### src/rtl/cpu_types_pkg.sv
// rtl/cpu_types_pkg.sv - shared CPU/RAM interface types
package cpu_types_pkg;

  typedef enum logic [1:0] {
    FREE   = 2'd0,
    BUSY   = 2'd1,
    ACCESS = 2'd2,
    ERROR  = 2'd3
  } ramstate_t;

endpackage

### src/rtl/coherency_pkg.sv
// rtl/coherency_pkg.sv - coherency bus state encoding and limits
package coherency_pkg;
  import cpu_types_pkg::*;

  localparam int MAX_NCPU = 8;

  typedef logic [2:0] bus_state_t;

  localparam bus_state_t IDLE   = 3'd0;
  localparam bus_state_t IFETCH = 3'd1;
  localparam bus_state_t WB     = 3'd2;
  localparam bus_state_t SNOOP  = 3'd3;
  localparam bus_state_t C2C    = 3'd4;
  localparam bus_state_t M2C    = 3'd5;

endpackage

### src/rtl/rr_arbiter.sv
// rtl/rr_arbiter.sv - round-robin one-hot grant starting at ptr
module rr_arbiter #(
  parameter int N  = 2,
  parameter int PW = (N > 1) ? $clog2(N) : 1
) (
  input  logic [N-1:0]  req,
  input  logic [PW-1:0] ptr,
  output logic [N-1:0]  gnt
);

  // Scan from the farthest offset down so the core nearest ptr overwrites last.
  always_comb begin
    gnt = '0;
    for (int off = N - 1; off >= 0; off--) begin
      for (int k = 0; k < N; k++) begin
        if (req[k] && (k == ((int'(ptr) + off) % N))) begin
          gnt    = '0;
          gnt[k] = 1'b1;
        end
      end
    end
  end

endmodule

### src/rtl/coherency_bus_n.sv
// rtl/coherency_bus_n.sv - N-core snooping coherency bus and RAM arbiter
module coherency_bus_n
  import cpu_types_pkg::*;
  import coherency_pkg::*;
#(
  parameter int NCPU      = 2,
  parameter int AW        = 32,
  parameter int SNOOP_LAT = 2
) (
  input  logic               CLK,
  input  logic               RST,
  input  logic [NCPU-1:0]    iREN,
  input  logic [NCPU*AW-1:0] iaddr,
  output logic [NCPU-1:0]    iwait,
  output logic [NCPU*AW-1:0] iload,
  input  logic [NCPU-1:0]    dREN,
  input  logic [NCPU-1:0]    dWEN,
  input  logic [NCPU*AW-1:0] daddr,
  input  logic [NCPU*AW-1:0] dstore,
  input  logic [NCPU-1:0]    ccwrite,
  input  logic [NCPU-1:0]    cctrans,
  output logic [NCPU-1:0]    dwait,
  output logic [NCPU*AW-1:0] dload,
  output logic [NCPU-1:0]    ccwait,
  output logic [NCPU-1:0]    ccinv,
  output logic [NCPU*AW-1:0] ccsnoopaddr,
  input  ramstate_t          ramstate,
  input  logic [AW-1:0]      ramload,
  output logic [AW-1:0]      ramaddr,
  output logic [AW-1:0]      ramstore,
  output logic               ramREN,
  output logic               ramWEN
);

  localparam int PW = (NCPU > 1) ? $clog2(NCPU) : 1;
  localparam int CW = $clog2(SNOOP_LAT + 1);

  bus_state_t      state;
  logic [NCPU-1:0] gnt;
  logic [NCPU-1:0] sup;
  logic [PW-1:0]   ptr;
  logic [CW-1:0]   cnt;

  logic [NCPU-1:0] dgnt, ignt, hits;
  logic [PW-1:0]   nxt_ptr;
  logic            ready, g_ireq, g_dren, g_dwen, g_ccwrite;
  logic [AW-1:0]   g_iaddr, g_daddr, g_dstore, s_data;

  rr_arbiter #(.N(NCPU), .PW(PW)) u_darb (.req(dREN | dWEN), .ptr(ptr), .gnt(dgnt));
  rr_arbiter #(.N(NCPU), .PW(PW)) u_iarb (.req(iREN),        .ptr(ptr), .gnt(ignt));

  assign ready = (ramstate == ACCESS) || (ramstate == FREE);
  assign hits  = cctrans & ~gnt;

  // Everything about the granted core and the supplier, selected by one-hot masks.
  always_comb begin
    g_ireq    = |(iREN & gnt);
    g_dren    = |(dREN & gnt);
    g_dwen    = |(dWEN & gnt);
    g_ccwrite = |(ccwrite & gnt);
    g_iaddr   = '0;
    g_daddr   = '0;
    g_dstore  = '0;
    s_data    = '0;
    nxt_ptr   = '0;
    for (int k = 0; k < NCPU; k++) begin
      if (gnt[k]) begin
        g_iaddr  = iaddr[k*AW +: AW];
        g_daddr  = daddr[k*AW +: AW];
        g_dstore = dstore[k*AW +: AW];
        nxt_ptr  = PW'((k + 1) % NCPU);
      end
      if (sup[k]) s_data = dstore[k*AW +: AW];
    end
  end

  always_ff @(posedge CLK) begin
    if (RST) begin
      state <= IDLE;
      gnt   <= '0;
      sup   <= '0;
      ptr   <= '0;
      cnt   <= '0;
    end else begin
      case (state)
        IDLE: begin
          if (|(dREN | dWEN)) begin
            gnt <= dgnt;
            if (|(dWEN & dgnt)) begin
              state <= WB;
            end else if (NCPU == 1) begin
              state <= M2C;
            end else begin
              state <= SNOOP;
              cnt   <= '0;
            end
          end else if (|iREN) begin
            gnt   <= ignt;
            state <= IFETCH;
          end
        end
        SNOOP: begin
          if (cnt == CW'(SNOOP_LAT - 1)) begin
            cnt <= '0;
            if (|hits) begin
              sup   <= hits & (~hits + 1'b1);
              state <= C2C;
            end else begin
              state <= M2C;
            end
          end else begin
            cnt <= cnt + 1'b1;
          end
        end
        IFETCH: if (!g_ireq) begin state <= IDLE; ptr <= nxt_ptr; end
        WB:     if (!g_dwen) begin state <= IDLE; ptr <= nxt_ptr; end
        C2C,
        M2C:    if (!g_dren) begin state <= IDLE; ptr <= nxt_ptr; end
        default: state <= IDLE;
      endcase
    end
  end

  always_comb begin
    iwait       = '1;
    dwait       = '1;
    iload       = '0;
    dload       = '0;
    ccwait      = '0;
    ccinv       = '0;
    ccsnoopaddr = '0;
    ramaddr     = '0;
    ramstore    = '0;
    ramREN      = 1'b0;
    ramWEN      = 1'b0;
    case (state)
      IFETCH: begin
        ramREN  = 1'b1;
        ramaddr = g_iaddr;
        for (int k = 0; k < NCPU; k++) begin
          if (gnt[k]) begin
            iload[k*AW +: AW] = ramload;
            iwait[k]          = !ready;
          end
        end
      end
      WB: begin
        ramWEN   = 1'b1;
        ramaddr  = g_daddr;
        ramstore = g_dstore;
        for (int k = 0; k < NCPU; k++) begin
          if (gnt[k]) dwait[k] = !ready;
        end
      end
      SNOOP: begin
        for (int k = 0; k < NCPU; k++) begin
          if (!gnt[k]) begin
            ccwait[k]               = 1'b1;
            ccinv[k]                = g_ccwrite;
            ccsnoopaddr[k*AW +: AW] = g_daddr;
          end
        end
      end
      C2C: begin
        // Peer supplies the word; RAM is refreshed with it in the same beat.
        ramWEN   = 1'b1;
        ramaddr  = g_daddr;
        ramstore = s_data;
        for (int k = 0; k < NCPU; k++) begin
          if (gnt[k]) begin
            dload[k*AW +: AW] = s_data;
            dwait[k]          = !ready;
          end
          if (sup[k]) begin
            ccwait[k] = 1'b1;
            dwait[k]  = !ready;
          end
        end
      end
      M2C: begin
        ramREN  = 1'b1;
        ramaddr = g_daddr;
        for (int k = 0; k < NCPU; k++) begin
          if (gnt[k]) begin
            dload[k*AW +: AW] = ramload;
            dwait[k]          = !ready;
          end
        end
      end
      default: ;
    endcase
  end

endmodule

### config.mk
export PLATFORM = sky130hd
export DESIGN_NAME = coherency_bus_n
export DESIGN_NICKNAME = d
export VERILOG_FILES = /design/src/rtl/cpu_types_pkg.sv /design/src/rtl/coherency_pkg.sv /design/src/rtl/rr_arbiter.sv /design/src/rtl/coherency_bus_n.sv
export SDC_FILE = /design/constraint.sdc
export NUM_CORES = 1
export LEC_CHECK = 0
export CAP_MARGIN = 20
export CORE_AREA = 2 2 196 198
export DETAILED_ROUTE_END_ITERATION = 16
export DIE_AREA = 0 0 198 200
export GPL_TIMING_DRIVEN = 1
export PLACE_DENSITY_LB_ADDON = 0.1
export SETUP_SLACK_MARGIN = 0.1
export SLEW_MARGIN = 20
export SYNTH_ARGS = -nofsm -noshare
export SYNTH_HDL_FRONTEND = slang
export SYNTH_SLANG_ARGS = --single-unit
### constraint.sdc
create_clock -name CLK -period 3.65 [get_ports CLK]
set_clock_uncertainty 0.1 [all_clocks]
set_input_delay 0.73 -clock CLK [delete_from_list [all_inputs] [get_ports CLK]]
set_output_delay 0.73 -clock CLK [all_outputs]
set_load 0.1 [all_outputs]
==> results of run 1 <==
-- stage by stage --
| step | power (mW) | setup WS (ns) | hold WS (ns) | TNS (ns) |
|---|---|---|---|---|
| 6_report | 4.69 | 0.304 | 0.370 | 0 |
| 4_1_cts | 4.73 | 0.319 | 0.372 | 0 |
| 5_1_grt | 4.87 | 0.129 | 0.408 | 0 |
| 3_5_place_dp | 4.53 | 0.601 | 0.359 | 0 |
| 3_3_place_gp | 4.54 | 0.551 | 0.359 | 0 |
| 2_1_floorplan | 2.76 | -0.446 | 0.343 | -32.86 |
-- power groups by stage --
stage / combinational (mW) / sequential [mW] / clock (mW)
floorplan: 2.61 / 0.149 / 0
global placement: 4.30 / 0.246 / 0
detailed placement: 4.28 / 0.246 / 0
CTS: 4.29 / 0.245 / 0.196
global route: 4.42 / 0.249 / 0.203
finish: 4.26 / 0.237 / 0.193
-- kinds of logic (layout without fill, tap and decap cells) --
group                     after synthesis  count (layout)  share of synthesized area (%)
DFF                                    10              10                           5.09
muxes                                   1               1                          0.254
AOI/OAI and AO/OA                     249             249                           43.1
and+or+nand+nor                       281             281                           37.8
buffers and inverters                 116             564                           13.3
other                                   0               3                              0
xor gates and xnor gates                2               2                          0.445
-- worst max path at each step --
stage                           from   endpoint  cells past startpoint
4_1_cts        state[2]$_SDFFE_PP0P_  dload[13]                      7
2_1_floorplan  state[0]$_SDFFE_PP0P_  dload[10]                      7
3_5_place_dp   state[2]$_SDFFE_PP0P_  dload[13]                      7
6_report       state[2]$_SDFFE_PP0P_  dload[13]                      7
3_3_place_gp   state[2]$_SDFFE_PP0P_  dload[13]                      7
5_1_grt        state[2]$_SDFFE_PP0P_   dload[4]                      7
-- state kept, by name, indices dropped and copies added (netlist names) --
| signal | flops |
|---|---|
| ptr | 1 |
| sup | 2 |
| gnt | 2 |
| state | 3 |
| cnt | 2 |
-- critical path, delay by kind of cell (launching register included) --
kind / cells / cell delay, ns
flip-flops: 1 / 0.61
AO/OA/AOI/OAI: 3 / 0.38
AND/OR/NAND/NOR: 2 / 0.76
buffers and inverters: 2 / 0.48
-- cell type report --
class | count | share of cell area [%]
diodes | 3 | 0.0613
clock buffers | 3 | 0.613
clock inverters | 1 | 0.0307
inverters | 35 | 1.07
multi-input cells | 533 | 27.3
flip-flops and latches | 10 | 1.70
well taps | 511 | 5.22
repair buffers | 525 | 64.0
-- synth_stat cells (all sizes together) --
cell type / instances / area (sq um)
xnor2: 2 / 17.5
and3: 66 / 413
a22oi: 65 / 488
or4b: 1 / 10.0
clkbuf: 44 / 165
and4bb: 1 / 12.5
o311ai: 1 / 8.76
or4: 1 / 11.3
or2: 1 / 6.26
nand4: 2 / 12.5
a21oi: 101 / 509
o211a: 2 / 20.0
a211oi: 1 / 7.51
nor4bb: 1 / 10.0
o31ai: 1 / 7.51
buf: 37 / 225
o21ai: 5 / 25.0
mux2i: 1 / 10.0
nor2b: 7 / 46.3
nor3: 35 / 185
a221o: 32 / 320
nor4: 2 / 12.5
nor3b: 5 / 53.8
nor2: 102 / 383
or3: 3 / 18.8
o211ai: 1 / 7.51
a21o: 1 / 7.51
a22o: 3 / 27.5
o21bai: 35 / 263
nand2: 9 / 33.8
and2: 36 / 225
inv: 35 / 131
dfxtp: 10 / 200
a31oi: 1 / 6.26
nand3: 2 / 10.0
nand2b: 7 / 43.8
-- per-layer routing --
layer | global-route usage [%] | routed length, um | vias to the layer above
li1 | - | - | 3298
met4 | 3.79 | 767 | 0
met3 | 2.59 | 1850 | 30
met5 | 0 | 0 | -
met1 | 21.1 | 14600 | 3364
met2 | 31.7 | 19500 | 238
==> key figures, run 1 <==
Clock network
  – Worst-path clk slew: 0.04 ns
  – Clock latency on the worst-skew pair: 0.23 ns
  – H-tree Lvls: 1
  – Num CTS Buffers: 3
  – Max Buffers Root-to-Sink: 2
  – Cts hold-fix bufs: 0
  – CTS root buf: clkbuf_16
  – CTS tree: done
  – PostCTS Resize Cnt: 0
  – CTS sink count: 10
  – Setup bufs post-CTS: 0

Setup path
  – Crit path max fanout: 33
  – R2r worst-path depth: 6
  – Worst Setup End Kind: output pin
  – CP cell instances: nor4bb_4 -> buf_12 -> a21oi_1 -> a21oi_1 -> a21oi_1 -> nor2_1 -> buf_12
  – Slowest CP cell: dfxtp_1
  – Most common cell on crit path: a21oi_1
  – CP Data Required Time: 2.82 ns
  – Critical path class: register to output pin
  – Critical path data arrival time: 2.52 ns
  – Reg2reg setup slack: 1.41 ns
  – Worst setup SP type: register
  – Max incr delay on CP: 0.61 ns
  – FF-to-FF Start: gnt[1]$_SDFFE_PP0P_
  – Worst reg2reg endpoint: state[0]$_SDFFE_PP0P_

Min path
  – Hold endpoint: cnt[1]$_SDFFE_PP0P_
  – Hold depth: 1
  – HP Class: register to register
  – Worst hold start: cnt[1]$_SDFFE_PP0P_

Power and ir drop
  – PwrDens: 383 mW/mm^2
  – Gate power share: 90.8%
  – Leakage: 4.69 nW
  – VDD IR-drop max: 0.210 mV
  – Sw Ratio: 63.3%
  – Clock network fraction of design power: 4.1%
  – Sequential Power Share: 5.1%
  – Net Switching: 2.97 mW
  – Internal power: 1.72 mW

Global route
  – Vias in the first global route: 6888
  – GRT Residual Overflow: 0
  – Initial antenna violation count: 3
  – Global-route wire length before repair: 50.8 mm
  – Tot GR Track Use: 17.2%
  – Pin count of the biggest net entering global routing: 56

Routing
  – ANT nets after route: 0
  – Vias per cell: 4.28
  – Drt first pass iters: 5
  – # DRC: 0
  – DR WL/cell: 22.7 um
  – DRT iter0 DRCs: 413
  – Via count: 6930
  – Routed WL: 36.8 mm

Placement
  – Port Buffer Count: 502
  – Post-DP HPWL: 28.2 mm
  – Placed insts: 1614
  – Area post-placement: 0.0122 sq mm
  – RD Place Congestion: 0.815

Final layout
  – Share of layout cells above drive strength 1: 29.6%
  – Fin nets: 1346
  – Storage element area: 208 sq um
  – Final Non-Filler Cells: 1621
  – Filler cells: 3831
  – Design area: 0.0122 sq mm
  – Most common cell after layout, fill and taps aside: buf_12
  – P&R area growth vs syn: 211%
  – Most frequent cells in the layout: 264 x buf_12, 236 x clkdlybuf4s50_1, 100 x a21oi_1
  – Area of the multi-input gates: 0.00334 sq mm
  – End-of-flow core utilization: 32.7%

Yosys
  – Mapped Nets: 897
  – Syn Area/Cell: 5.97 sq um
  – Mapped Cells: 659
  – Part of the Yosys area used for sequential elements: 5.09%
  – Yosys reg bits: 10
  – Cell area after synthesis: 0.00394 sq mm
  – Netlist cell types: 46
  – Yosys warning total: 0

Status
  – Run status: completed

Timing
  – Final number of setup-violating endpoints: 0
  – Max Freq: 299 MHz
  – Period utilization: 91.7%
  – Slew Limit Fails: 0
  – Relative slew margins: 61.3%
  – Tmin final: 3.35 ns
  – Measured slew at the worst slew-check pin: 0.574 ns
  – Final hold vios: 0
  – RSZ-0062 raised after global routing: false

Die
  – I/O pin count: 504
  – FP Rows: 71
  – Die W: 198 um
  – Starting Density: 10.5%
  – Total core area: 0.0374 sq mm
  – Die Y: 200 um
  – Total Die Area: 0.0396 sq mm

Job
  – Max-cap violations: 0
(Power assumes the default switching activity.)
==> run 2: changes to the inputs <==
--- a/config.mk
+++ b/config.mk
@@ -5,7 +5,6 @@
 export SDC_FILE = /design/constraint.sdc
 export NUM_CORES = 1
 export LEC_CHECK = 0
-export CAP_MARGIN = 20
 export CORE_AREA = 2 2 196 198
 export DETAILED_ROUTE_END_ITERATION = 16
 export DIE_AREA = 0 0 198 200
==> results of run 2 <==
Same layout as run 1: the final DEF is identical, and so are final timing and power.
